`src/rtl/resv_issue_ctrl_if.sv`:
```
// Control-side bundle for one reservation station: decoder handshake,
// per-cell candidate codes, execution-pipe handshakes and the cell
// control strobes. The master modport is the control stage itself;
// the slave modport is the decoder, cells and execution units.
interface resv_issue_ctrl_if #(
   parameter int W_ident = 4,
   parameter int N_cell  = 8,
   parameter int W_cnt   = 4
);
   logic                        flush;
   logic [N_cell*W_ident-1:0]   candit0_bus;
   logic [N_cell*W_ident-1:0]   candit1_bus;
   logic                        dec_valid;
   logic                        dec_ready;
   logic                        exe0_ready;
   logic                        exe1_ready;
   logic                        exe0_valid;
   logic                        exe1_valid;
   logic [W_ident-1:0]          issue_sel;
   logic [W_ident-1:0]          addr_insert;
   logic [W_ident-1:0]          addr_shift;
   logic                        cell_clear;
   logic [W_cnt-1:0]            count;
   logic                        full;
   logic                        empty;

   modport master (
      input  flush, candit0_bus, candit1_bus, dec_valid, exe0_ready, exe1_ready,
      output dec_ready, exe0_valid, exe1_valid, issue_sel, addr_insert,
             addr_shift, cell_clear, count, full, empty
   );

   modport slave (
      output flush, candit0_bus, candit1_bus, dec_valid, exe0_ready, exe1_ready,
      input  dec_ready, exe0_valid, exe1_valid, issue_sel, addr_insert,
             addr_shift, cell_clear, count, full, empty
   );
endinterface

```
`src/rtl/resv_issue_ctrl.sv`:
```
// Issue control for an 8-entry compacting reservation station.
// Tracks occupancy, picks the oldest ready entry for pipe 0/1 (pipe 0
// wins a tie at the same index) and drives insert/shift/clear to cells.
// Optional macro RESV_ISSUE_PERF_EN adds 32-bit performance counters.
module resv_issue_ctrl #(
   parameter int W_ident = 4,
   parameter int N_cell  = 8,
   parameter int W_cnt   = 4
) (
   input  logic                   clk,
   input  logic                   clear_n,
`ifdef RESV_ISSUE_PERF_EN
   output logic [31:0]            perf_issue,
   output logic [31:0]            perf_full_stall,
   output logic [31:0]            perf_ready_idle,
`endif
   resv_issue_ctrl_if.master      bus
);
   localparam logic [W_ident-1:0] unused_cd = {W_ident{1'b1}};

   logic [W_cnt-1:0]   r_count;
   logic               w_full;
   logic               w_ins;
   logic               w_iss;
   logic               w_found;
   logic               w_pipe1;
   logic [W_ident-1:0] w_idx;
   logic [N_cell-1:0]  w_pick0;
   logic [N_cell-1:0]  w_pick1;

   assign w_full         = (r_count == W_cnt'(N_cell));
   assign bus.full       = w_full;
   assign bus.empty      = (r_count == '0);
   assign bus.count      = r_count;
   assign bus.dec_ready  = ~w_full;
   assign bus.cell_clear = ~clear_n | bus.flush;

   // Reset is treated like a flush so nothing is inserted or issued
   // while the cells are being cleared.
   assign w_ins = bus.dec_valid & ~w_full & ~bus.flush & clear_n;

   // Per-cell candidate qualification: code must name the cell itself
   // and the cell must hold a valid entry; mismatches and unused_cd drop out.
   generate
      for (genvar gi = 0; gi < N_cell; gi++) begin : g_cand
         logic w_live;
         assign w_live      = (W_cnt'(gi) < r_count);
         assign w_pick0[gi] = w_live & bus.exe0_ready &
                              (bus.candit0_bus[gi*W_ident +: W_ident] == W_ident'(gi));
         assign w_pick1[gi] = w_live & bus.exe1_ready &
                              (bus.candit1_bus[gi*W_ident +: W_ident] == W_ident'(gi));
      end
   endgenerate

   // Oldest-first select: scan downwards so the lowest hit is kept last.
   always_comb begin
      w_found = 1'b0;
      w_idx   = '0;
      w_pipe1 = 1'b0;
      for (int i = N_cell - 1; i >= 0; i--) begin
         if (w_pick0[i] | w_pick1[i]) begin
            w_found = 1'b1;
            w_idx   = W_ident'(i);
            w_pipe1 = ~w_pick0[i];
         end
      end
   end

   assign w_iss          = w_found & ~bus.flush & clear_n;
   assign bus.exe0_valid = w_iss & ~w_pipe1;
   assign bus.exe1_valid = w_iss & w_pipe1;
   assign bus.issue_sel  = w_iss ? w_idx : unused_cd;
   assign bus.addr_shift = w_iss ? w_idx : unused_cd;

   // Insert slot: when an issue compacts the array the top slot frees up,
   // so the new op lands one lower; the cell's insert priority wins there.
   always_comb begin
      bus.addr_insert = unused_cd;
      if (w_ins & ~w_iss)
         bus.addr_insert = W_ident'(r_count);
      else if (w_ins & w_iss)
         bus.addr_insert = W_ident'(r_count - W_cnt'(1));
   end

   // Occupancy counter; reset and flush both empty the station.
   always_ff @(posedge clk) begin
      if (!clear_n || bus.flush)
         r_count <= '0;
      else
         r_count <= r_count + W_cnt'(w_ins) - W_cnt'(w_iss);
   end

   // Occupancy invariant check.
   always_ff @(posedge clk) begin
      if (clear_n)
         assert (r_count <= W_cnt'(N_cell))
            else $error("resv_issue_ctrl: count exceeds N_cell");
   end

`ifdef RESV_ISSUE_PERF_EN
   logic [31:0] r_perf_issue;
   logic [31:0] r_perf_full_stall;
   logic [31:0] r_perf_ready_idle;

   // Performance counters; cleared only by reset, not by flush.
   always_ff @(posedge clk) begin
      if (!clear_n) begin
         r_perf_issue      <= '0;
         r_perf_full_stall <= '0;
         r_perf_ready_idle <= '0;
      end else begin
         if (w_iss)
            r_perf_issue <= r_perf_issue + 32'd1;
         if (bus.dec_valid & w_full)
            r_perf_full_stall <= r_perf_full_stall + 32'd1;
         if ((r_count != '0) & ~w_iss & (bus.exe0_ready | bus.exe1_ready))
            r_perf_ready_idle <= r_perf_ready_idle + 32'd1;
      end
   end

   assign perf_issue      = r_perf_issue;
   assign perf_full_stall = r_perf_full_stall;
   assign perf_ready_idle = r_perf_ready_idle;
`endif
endmodule

```
`src/flat_wrapper.sv`:
```
// flat-port wrapper written by rule: the top's interface ports become plain ports
module resv_issue_ctrl_flat 
#(
   parameter int W_ident = 4,
   parameter int N_cell  = 8,
   parameter int W_cnt   = 4
)
  (clk, clear_n, bus_flush, bus_candit0_bus, bus_candit1_bus, bus_dec_valid, bus_exe0_ready, bus_exe1_ready, bus_dec_ready, bus_exe0_valid, bus_exe1_valid, bus_issue_sel, bus_addr_insert, bus_addr_shift, bus_cell_clear, bus_count, bus_full, bus_empty);
  resv_issue_ctrl_if #(.W_ident(W_ident), .N_cell(N_cell), .W_cnt(W_cnt)) bus_i ();
  input  logic clk;
  input  logic clear_n;
  input wire logic [$bits(bus_i.flush)-1:0] bus_flush;
  input wire logic [$bits(bus_i.candit0_bus)-1:0] bus_candit0_bus;
  input wire logic [$bits(bus_i.candit1_bus)-1:0] bus_candit1_bus;
  input wire logic [$bits(bus_i.dec_valid)-1:0] bus_dec_valid;
  input wire logic [$bits(bus_i.exe0_ready)-1:0] bus_exe0_ready;
  input wire logic [$bits(bus_i.exe1_ready)-1:0] bus_exe1_ready;
  output wire logic [$bits(bus_i.dec_ready)-1:0] bus_dec_ready;
  output wire logic [$bits(bus_i.exe0_valid)-1:0] bus_exe0_valid;
  output wire logic [$bits(bus_i.exe1_valid)-1:0] bus_exe1_valid;
  output wire logic [$bits(bus_i.issue_sel)-1:0] bus_issue_sel;
  output wire logic [$bits(bus_i.addr_insert)-1:0] bus_addr_insert;
  output wire logic [$bits(bus_i.addr_shift)-1:0] bus_addr_shift;
  output wire logic [$bits(bus_i.cell_clear)-1:0] bus_cell_clear;
  output wire logic [$bits(bus_i.count)-1:0] bus_count;
  output wire logic [$bits(bus_i.full)-1:0] bus_full;
  output wire logic [$bits(bus_i.empty)-1:0] bus_empty;
  assign bus_i.flush = bus_flush;
  assign bus_i.candit0_bus = bus_candit0_bus;
  assign bus_i.candit1_bus = bus_candit1_bus;
  assign bus_i.dec_valid = bus_dec_valid;
  assign bus_i.exe0_ready = bus_exe0_ready;
  assign bus_i.exe1_ready = bus_exe1_ready;
  assign bus_dec_ready = bus_i.dec_ready;
  assign bus_exe0_valid = bus_i.exe0_valid;
  assign bus_exe1_valid = bus_i.exe1_valid;
  assign bus_issue_sel = bus_i.issue_sel;
  assign bus_addr_insert = bus_i.addr_insert;
  assign bus_addr_shift = bus_i.addr_shift;
  assign bus_cell_clear = bus_i.cell_clear;
  assign bus_count = bus_i.count;
  assign bus_full = bus_i.full;
  assign bus_empty = bus_i.empty;
  resv_issue_ctrl #(.W_ident(W_ident), .N_cell(N_cell), .W_cnt(W_cnt)) u_core (.clk(clk), .clear_n(clear_n), .bus(bus_i));
endmodule
```
`config.mk`:
```
export PLATFORM = sky130hd
export DESIGN_NAME = resv_issue_ctrl_flat
export DESIGN_NICKNAME = d
export VERILOG_FILES = /design/src/rtl/resv_issue_ctrl_if.sv /design/src/rtl/resv_issue_ctrl.sv /design/src/flat_wrapper.sv
export SDC_FILE = /design/constraint.sdc
export NUM_CORES = 1
export LEC_CHECK = 0
export ABC_AREA = 1
export CORE_MARGIN = 5
export CORE_UTILIZATION = 33
export DETAILED_ROUTE_END_ITERATION = 10
export MAX_ROUTING_LAYER = met4
export PLACE_DENSITY = 0.88
export SLEW_MARGIN = 10
export SYNTH_ARGS = -nofsm -noshare
export SYNTH_HDL_FRONTEND = slang
export SYNTH_SLANG_ARGS = --single-unit
```
`constraint.sdc`:
```
create_clock -name clk -period 4 [get_ports clk]
set_clock_uncertainty 0.05 [all_clocks]
set_input_delay 0.6 -clock clk [delete_from_list [all_inputs] [get_ports clk]]
set_output_delay 0.6 -clock clk [all_outputs]
set_load 0.03 [all_outputs]
```
======== After elaboration in Yosys (flattened, before gate mapping) ========
Cells that the tools add are included.
storage, ports and cells
  flip-flop bits (word level) ............. 4
  output and inout bits ................... 22
cells by class
  $add $sub $neg .......................... 3
  $lt $le $gt $ge ......................... 8
  equal/unequal tests ..................... 15
  muxes and demuxes ....................... 27
  bitwise gates (word level) .............. 63
  reduce and logical (&&, ||, !) cells .... 5
operators by type and width
  kind                   count
  $and A1 B1 Y1          41
  $eq A4 B3 Y1 const B   8
  $mux W3                8
  $eq A4 B2 Y1 const B   4
  $lt A3 B4 Y1 const A   4
  $mux W1                16
  $not A1 Y1             13
  $logic_not A4 Y1       3
  $mux W4                3
  $or A1 B1 Y1           9
  $eq A4 B1 Y1 const B   2
  $lt A1 B4 Y1 const A   2
  $lt A2 B4 Y1 const A   2
  $add A4 B1 Y4          1
  $eq A4 B4 Y1 const B   1
  $sub A4 B1 Y4          1
  $sub A4 B1 Y4 const B  1
  $logic_not A1 Y1       1
  $logic_or A1 B1 Y1     1

======== Logic depth before layout (Yosys ltp) ========
  word-level depth ........................ 17
  depth in mapped cells ................... 20
  gate-level depth less buffers ........... 20

======== Worst setup path before layout ========
No wires, ideal clock.
  path kind ............................... flip-flop to output port
  from .................................... register u_core.r_count[1], in the netlist u_core.bus.count[1]
  to ...................................... output bus_issue_sel[2]
  arrival time ............................ 2,591 ps
  data required time ...................... 3,350 ps
  path slack .............................. 759 ps
  cell stages (with the launch flop) ...... 10
  buffers on the path ..................... 1
  path through ............................ dfxtp_1 inv_1 ha_1 nand2_2 inv_1 nor2_1 a21oi_2 nand2_1 o21ai_0 buf_4
between the ends
  cells in the longest elaborated chain, start to end .. 15
  elaborated cells between the ends (all ways) .. 67
  those cells by class .................... 8 x order compare; 17 x mux; 42 x bitwise
RTL lines
  element                                               RTL line                                      source
  start: declaration                                    resv_issue_ctrl.sv:21                         logic [W_cnt-1:0] r_count;
  start signal: assignment                              resv_issue_ctrl.sv:90                         r_count <= r_count + W_cnt'(w_ins) - W_cnt'(w_iss);
  $lt A3 B4 Y1                                          resv_issue_ctrl.sv:47                         assign w_live = (W_cnt'(gi) < r_count);
  $and A1 B1 Y1, on equally long branches (2 in a row)  resv_issue_ctrl.sv:48, resv_issue_ctrl.sv:50
  $or A1 B1 Y1                                          resv_issue_ctrl.sv:61                         if (w_pick0[i] | w_pick1[i]) begin
  $mux W1 (8 in a row)                                  resv_issue_ctrl.sv:61
  $and A1 B1 Y1 (2 in a row)                            resv_issue_ctrl.sv:69                         assign w_iss = w_found & ~bus.flush & clear_n;
  $mux W4 *                                             n/a
  end: declaration                                      flat_wrapper.sv:21                            output wire logic [$bits(bus_i.issue_sel)-1:0] bus_issue_sel;
Mark *: on every way between the ends. The rest lies on a longest branch, timed or not.

======== Worst setup path in the final report ========
  from .................................... input bus_exe0_ready
  to ...................................... output bus_exe0_valid
between the ends
  cells in the longest elaborated chain, start to end .. 14
  elaborated cells between the ends (all ways) .. 52
  those cells by class .................... 16 x mux; 36 x bitwise
RTL lines
  element                     RTL line               source
  start: declaration          flat_wrapper.sv:16     input wire logic [$bits(bus_i.exe0_ready)-1:0] bus_exe0_ready;
  $and A1 B1 Y1 (2 in a row)  resv_issue_ctrl.sv:48  assign w_pick0[gi] = w_live & bus.exe0_ready &
  $or A1 B1 Y1                resv_issue_ctrl.sv:61
  $mux W1 (8 in a row)        resv_issue_ctrl.sv:61
  $and A1 B1 Y1 (2 in a row)  resv_issue_ctrl.sv:69
  $and A1 B1 Y1 *             resv_issue_ctrl.sv:70  assign bus.exe0_valid = w_iss & ~w_pipe1;
  end: declaration            flat_wrapper.sv:19     output wire logic [$bits(bus_i.exe0_valid)-1:0] bus_exe0_valid;
Marks and branches as above.

==> summary by stage <==
Run status
The flow ran to the end, and the final reports show no timing, DRC or antenna violations.

Logic synthesis
The netlist area before placement is 0.001132 mm^2. The number of synthesized flops with an enable pin is 0. The share of the yosys chip area belonging to registers is 0.07072. The number of nets produced by synthesis is roughly 270. The cell type with the highest aggregate area in the netlist is sky130_fd_sc_hd__nand2_1. The post-synthesis async set-or-reset flop share is 0.

The synthesized flop and latch total is 4. The count of synthesis-stage warnings from yosys is 0. The top cell type's share of synthesized area is 0.1525. Counting instances in the post-synthesis netlist gives the leading cell types as sky130_fd_sc_hd__nand2_1, sky130_fd_sc_hd__inv_1, sky130_fd_sc_hd__nor2_1. Ranked by total cell area, the synthesized netlist is headed by sky130_fd_sc_hd__nand2_1, sky130_fd_sc_hd__ha_1, sky130_fd_sc_hd__inv_1. Counting every instance in the synthesized netlist gives roughly 190. The most frequent cell after synthesis is sky130_fd_sc_hd__nand2_1. The top flip-flop cell by instance count after synthesis is sky130_fd_sc_hd__dfxtp_1. The number of unique standard cell types used by synthesis is 29. The mean instance size in the synthesized netlist is 6.023 um^2.

Job
The number of maximum-capacitance constraint violations is 0.

Place
The quantity of I/O buffers inserted on ports is just over 90. The routability congestion estimate is 0.9160. The HPWL after detailed placement is 3424 um. Once placement finished, the instance area stood at 0.002071 mm^2.

Drt
The via count is roughly 1,400. The DRC violation count after routing is 0. In the routed layout, each cell is associated on average with a via count of 4.466.

The aggregate routed wire length is 3766 um. For this block, the initial DRC count from the detailed router was 63. The wire length per cell is 11.62 um. The first detailed-routing pass ran for 4 iterations. In this run the remaining antenna-violating nets after routing total 0.

Timing
The top achievable clock speed is 266.1 MHz. The slew at the pin closest to its max-slew limit is roughly 0.36 ns. Of the available clock period, the critical path in the final layout requires 0.9396. The shortest period the worst path allows is 3.758 ns. Adding up every negative setup slack in the final design gives 0 ns. Setup violations remaining at the end of the flow were counted as 0. The number of hold violations in the final report is 0. The final count of pins violating max slew is 0. The relative max-transition margin is 0.7592. Setup repair after global routing left no endpoint under its margin.

Die
For this design the top-level I/O count stands at 92. The total die area is approximately 0.0047 mm^2. From left edge to right edge, the die measures 68.58 um.

The count of standard-cell rows is 21. The placeable core region is 0.003337 mm^2. The effective utilization at floorplan is 0.3393. In this run the vertical extent of the chip is 68.58 um.

Finish
The total of fill cells in the finished design is 314. After routing the design area is 0.002093 mm^2. The flip-flop count of the largest register, all copies and words added is 4. In the final layout, the share of cells above drive strength 1 is 0.1259.

The final net count is 363. The number of antenna diodes in the final layout is 0. The area growth from synthesis to layout is 84.86%.

Summing all multi-input logic gate instances after layout gives approximately 860 um^2. The flip-flop and latch area is 80.08 um^2.

Setup path
The depth of the worst register-to-register path is 18. The worst setup path is launched from an input pin. Data on the critical path is required at its endpoint by 3.35 ns. Of all nets on the critical path, the largest fanout is 5. STA classifies the critical path endpoint as an output port. At the worst endpoint, the arrival time is 3.11 ns.

The path type of the worst setup path is in -> out.

Clocking
The count of hold buffers inserted by post-cts repair is 0. At the later pin of the worst-skew pair, clock insertion delay measures 0.24 ns. The number of clock buffers inserted by TritonCTS is 3. The post-CTS resize count is 0. The number of setup buffers added after CTS is 0. The clock transition time at the flip-flop clock pins of the worst setup and hold paths is approximately 0.03 ns. In this run the deepest clock path goes through 2 buffers.

The sink count of the clock tree is 4. The tree is rooted in a sky130_fd_sc_hd__clkbuf_4. The clock tree from TritonCTS is done.

The deepest level of the CTS H-tree is 1.

GRT
The number of antenna violations at the first check in global routing is 0. The overflow left after global routing is 0. The number of global-route vias before repair was 1,369.

The wire length of the first global-routing pass is 5671 um. In the global route stage, overall resource usage came out at 0.1592. Entering global routing, the biggest net connects 8 pins.

Hold path
In this run the worst hold path is classified as reg -> reg. The worst hold path was traced through 3 stages.

Power and ir drop
The leakage power summed over all cells is roughly 0.00094 uW. Power spread over the standard cell area amounts to between 90 and 100 mW/mm^2. VDD sags by at most roughly 0.00013 V.
## metal layers
layer  part of all wire  up-vias  routed length [um]  track usage
li1                   -      765                   -            -
met1               0.38      620                1437       0.1737
met2               0.51       60                1908       0.3004
met3               0.11        2                 399      0.01783
met4             0.0056        0                  21      0.04467
met5                  0        -                   0            -
## logic make-up after synthesis
family / after synthesis / share of synthesized area
and+or+nand+nor: 106 / 0.5017
buffers and inverters: 46 / 0.1713
AOI/OAI and AO/OA: 18 / 0.09835
adders and majority gates: 13 / 0.1503
DFF: 4 / 0.07072
xor gates and xnor gates: 1 / 0.007736
## layout by cell type, fill, tap and decap left out, types with 2 or more instances in the layout
cell type,n
sky130_fd_sc_hd__nor3_1,4
sky130_fd_sc_hd__a21oi_2,3
sky130_fd_sc_hd__dfxtp_1,4
sky130_fd_sc_hd__inv_1,32
sky130_fd_sc_hd__nand3b_1,4
sky130_fd_sc_hd__inv_2,8
sky130_fd_sc_hd__nand3_1,6
sky130_fd_sc_hd__nor4_4,2
sky130_fd_sc_hd__clkbuf_4,3
sky130_fd_sc_hd__nand2_4,2
sky130_fd_sc_hd__nand4_1,4
sky130_fd_sc_hd__clkdlybuf4s50_1,91
sky130_fd_sc_hd__nor2_4,2
sky130_fd_sc_hd__nand2_2,4
sky130_fd_sc_hd__nor2_1,23
sky130_fd_sc_hd__nor2_2,2
sky130_fd_sc_hd__o21ai_0,4
sky130_fd_sc_hd__a21oi_1,5
sky130_fd_sc_hd__ha_1,12
sky130_fd_sc_hd__nor3_2,4
sky130_fd_sc_hd__o21ai_1,4
sky130_fd_sc_hd__nand2_1,46
## cell type report
class,instances,area share
Tap cell,46,0.02750
Multi-Input combinational cell,138,0.4100
Sequential cell,4,0.03825
Timing Repair Buffer,92,0.4387
Inverter,41,0.07472
Clock buffer,3,0.01076
## power breakdown
part | internal (uW) | total, uW | switching, uW
clock network | 33.5 | 49.9 | 16.3
logic | 74.3 | 112 | 37.7
registers | 40.6 | 41.3 | 0.781
## final timing paths
kind,from,to,slack (ns)
setup reg to reg,u_core.bus.count[1],u_core.bus.count[2],0.85
setup / recovery,bus_exe0_ready,bus_exe0_valid,0.24
hold reg to reg,u_core.bus.count[3],u_core.bus.count[3],0.68
hold / removal,u_core.bus.count[3],u_core.bus.count[3],0.68
## worst max-delay path: stages
cell                              delay (ns)
sky130_fd_sc_hd__clkdlybuf4s50_1        0.62
sky130_fd_sc_hd__inv_2                  0.12
sky130_fd_sc_hd__nor3_2                 0.14
sky130_fd_sc_hd__nand4_1                0.14
sky130_fd_sc_hd__nand2_1                0.10
sky130_fd_sc_hd__nand2_1                0.05
sky130_fd_sc_hd__nand2_1                0.06
sky130_fd_sc_hd__nand2_1                0.04
sky130_fd_sc_hd__nand2_1                0.06
sky130_fd_sc_hd__nand2_1                0.05
sky130_fd_sc_hd__nand2_1                0.05
sky130_fd_sc_hd__nand2_1                0.05
sky130_fd_sc_hd__nand2_1                0.05
sky130_fd_sc_hd__nand2_1                0.04
sky130_fd_sc_hd__nand2_1                0.05
sky130_fd_sc_hd__nand2_1                0.08
sky130_fd_sc_hd__a21oi_2                0.12
sky130_fd_sc_hd__clkdlybuf4s50_1        0.68
## metrics by stage
step	hold WS (ns)	util	setup WS [ns]	power [uW]	cells
floorplan	0.6081	-	0.7593	72.48	188
global placement	0.6878	0.6205	0.2560	153.2	321
detailed placement	0.6884	0.6205	0.2547	154.4	321
CTS	0.6955	0.6273	0.2419	207.2	324
global route	0.7393	0.6273	0.05397	215.6	324
finish	0.6847	0.6273	0.2416	203.2	324
(Power assumes the default switching activity.)
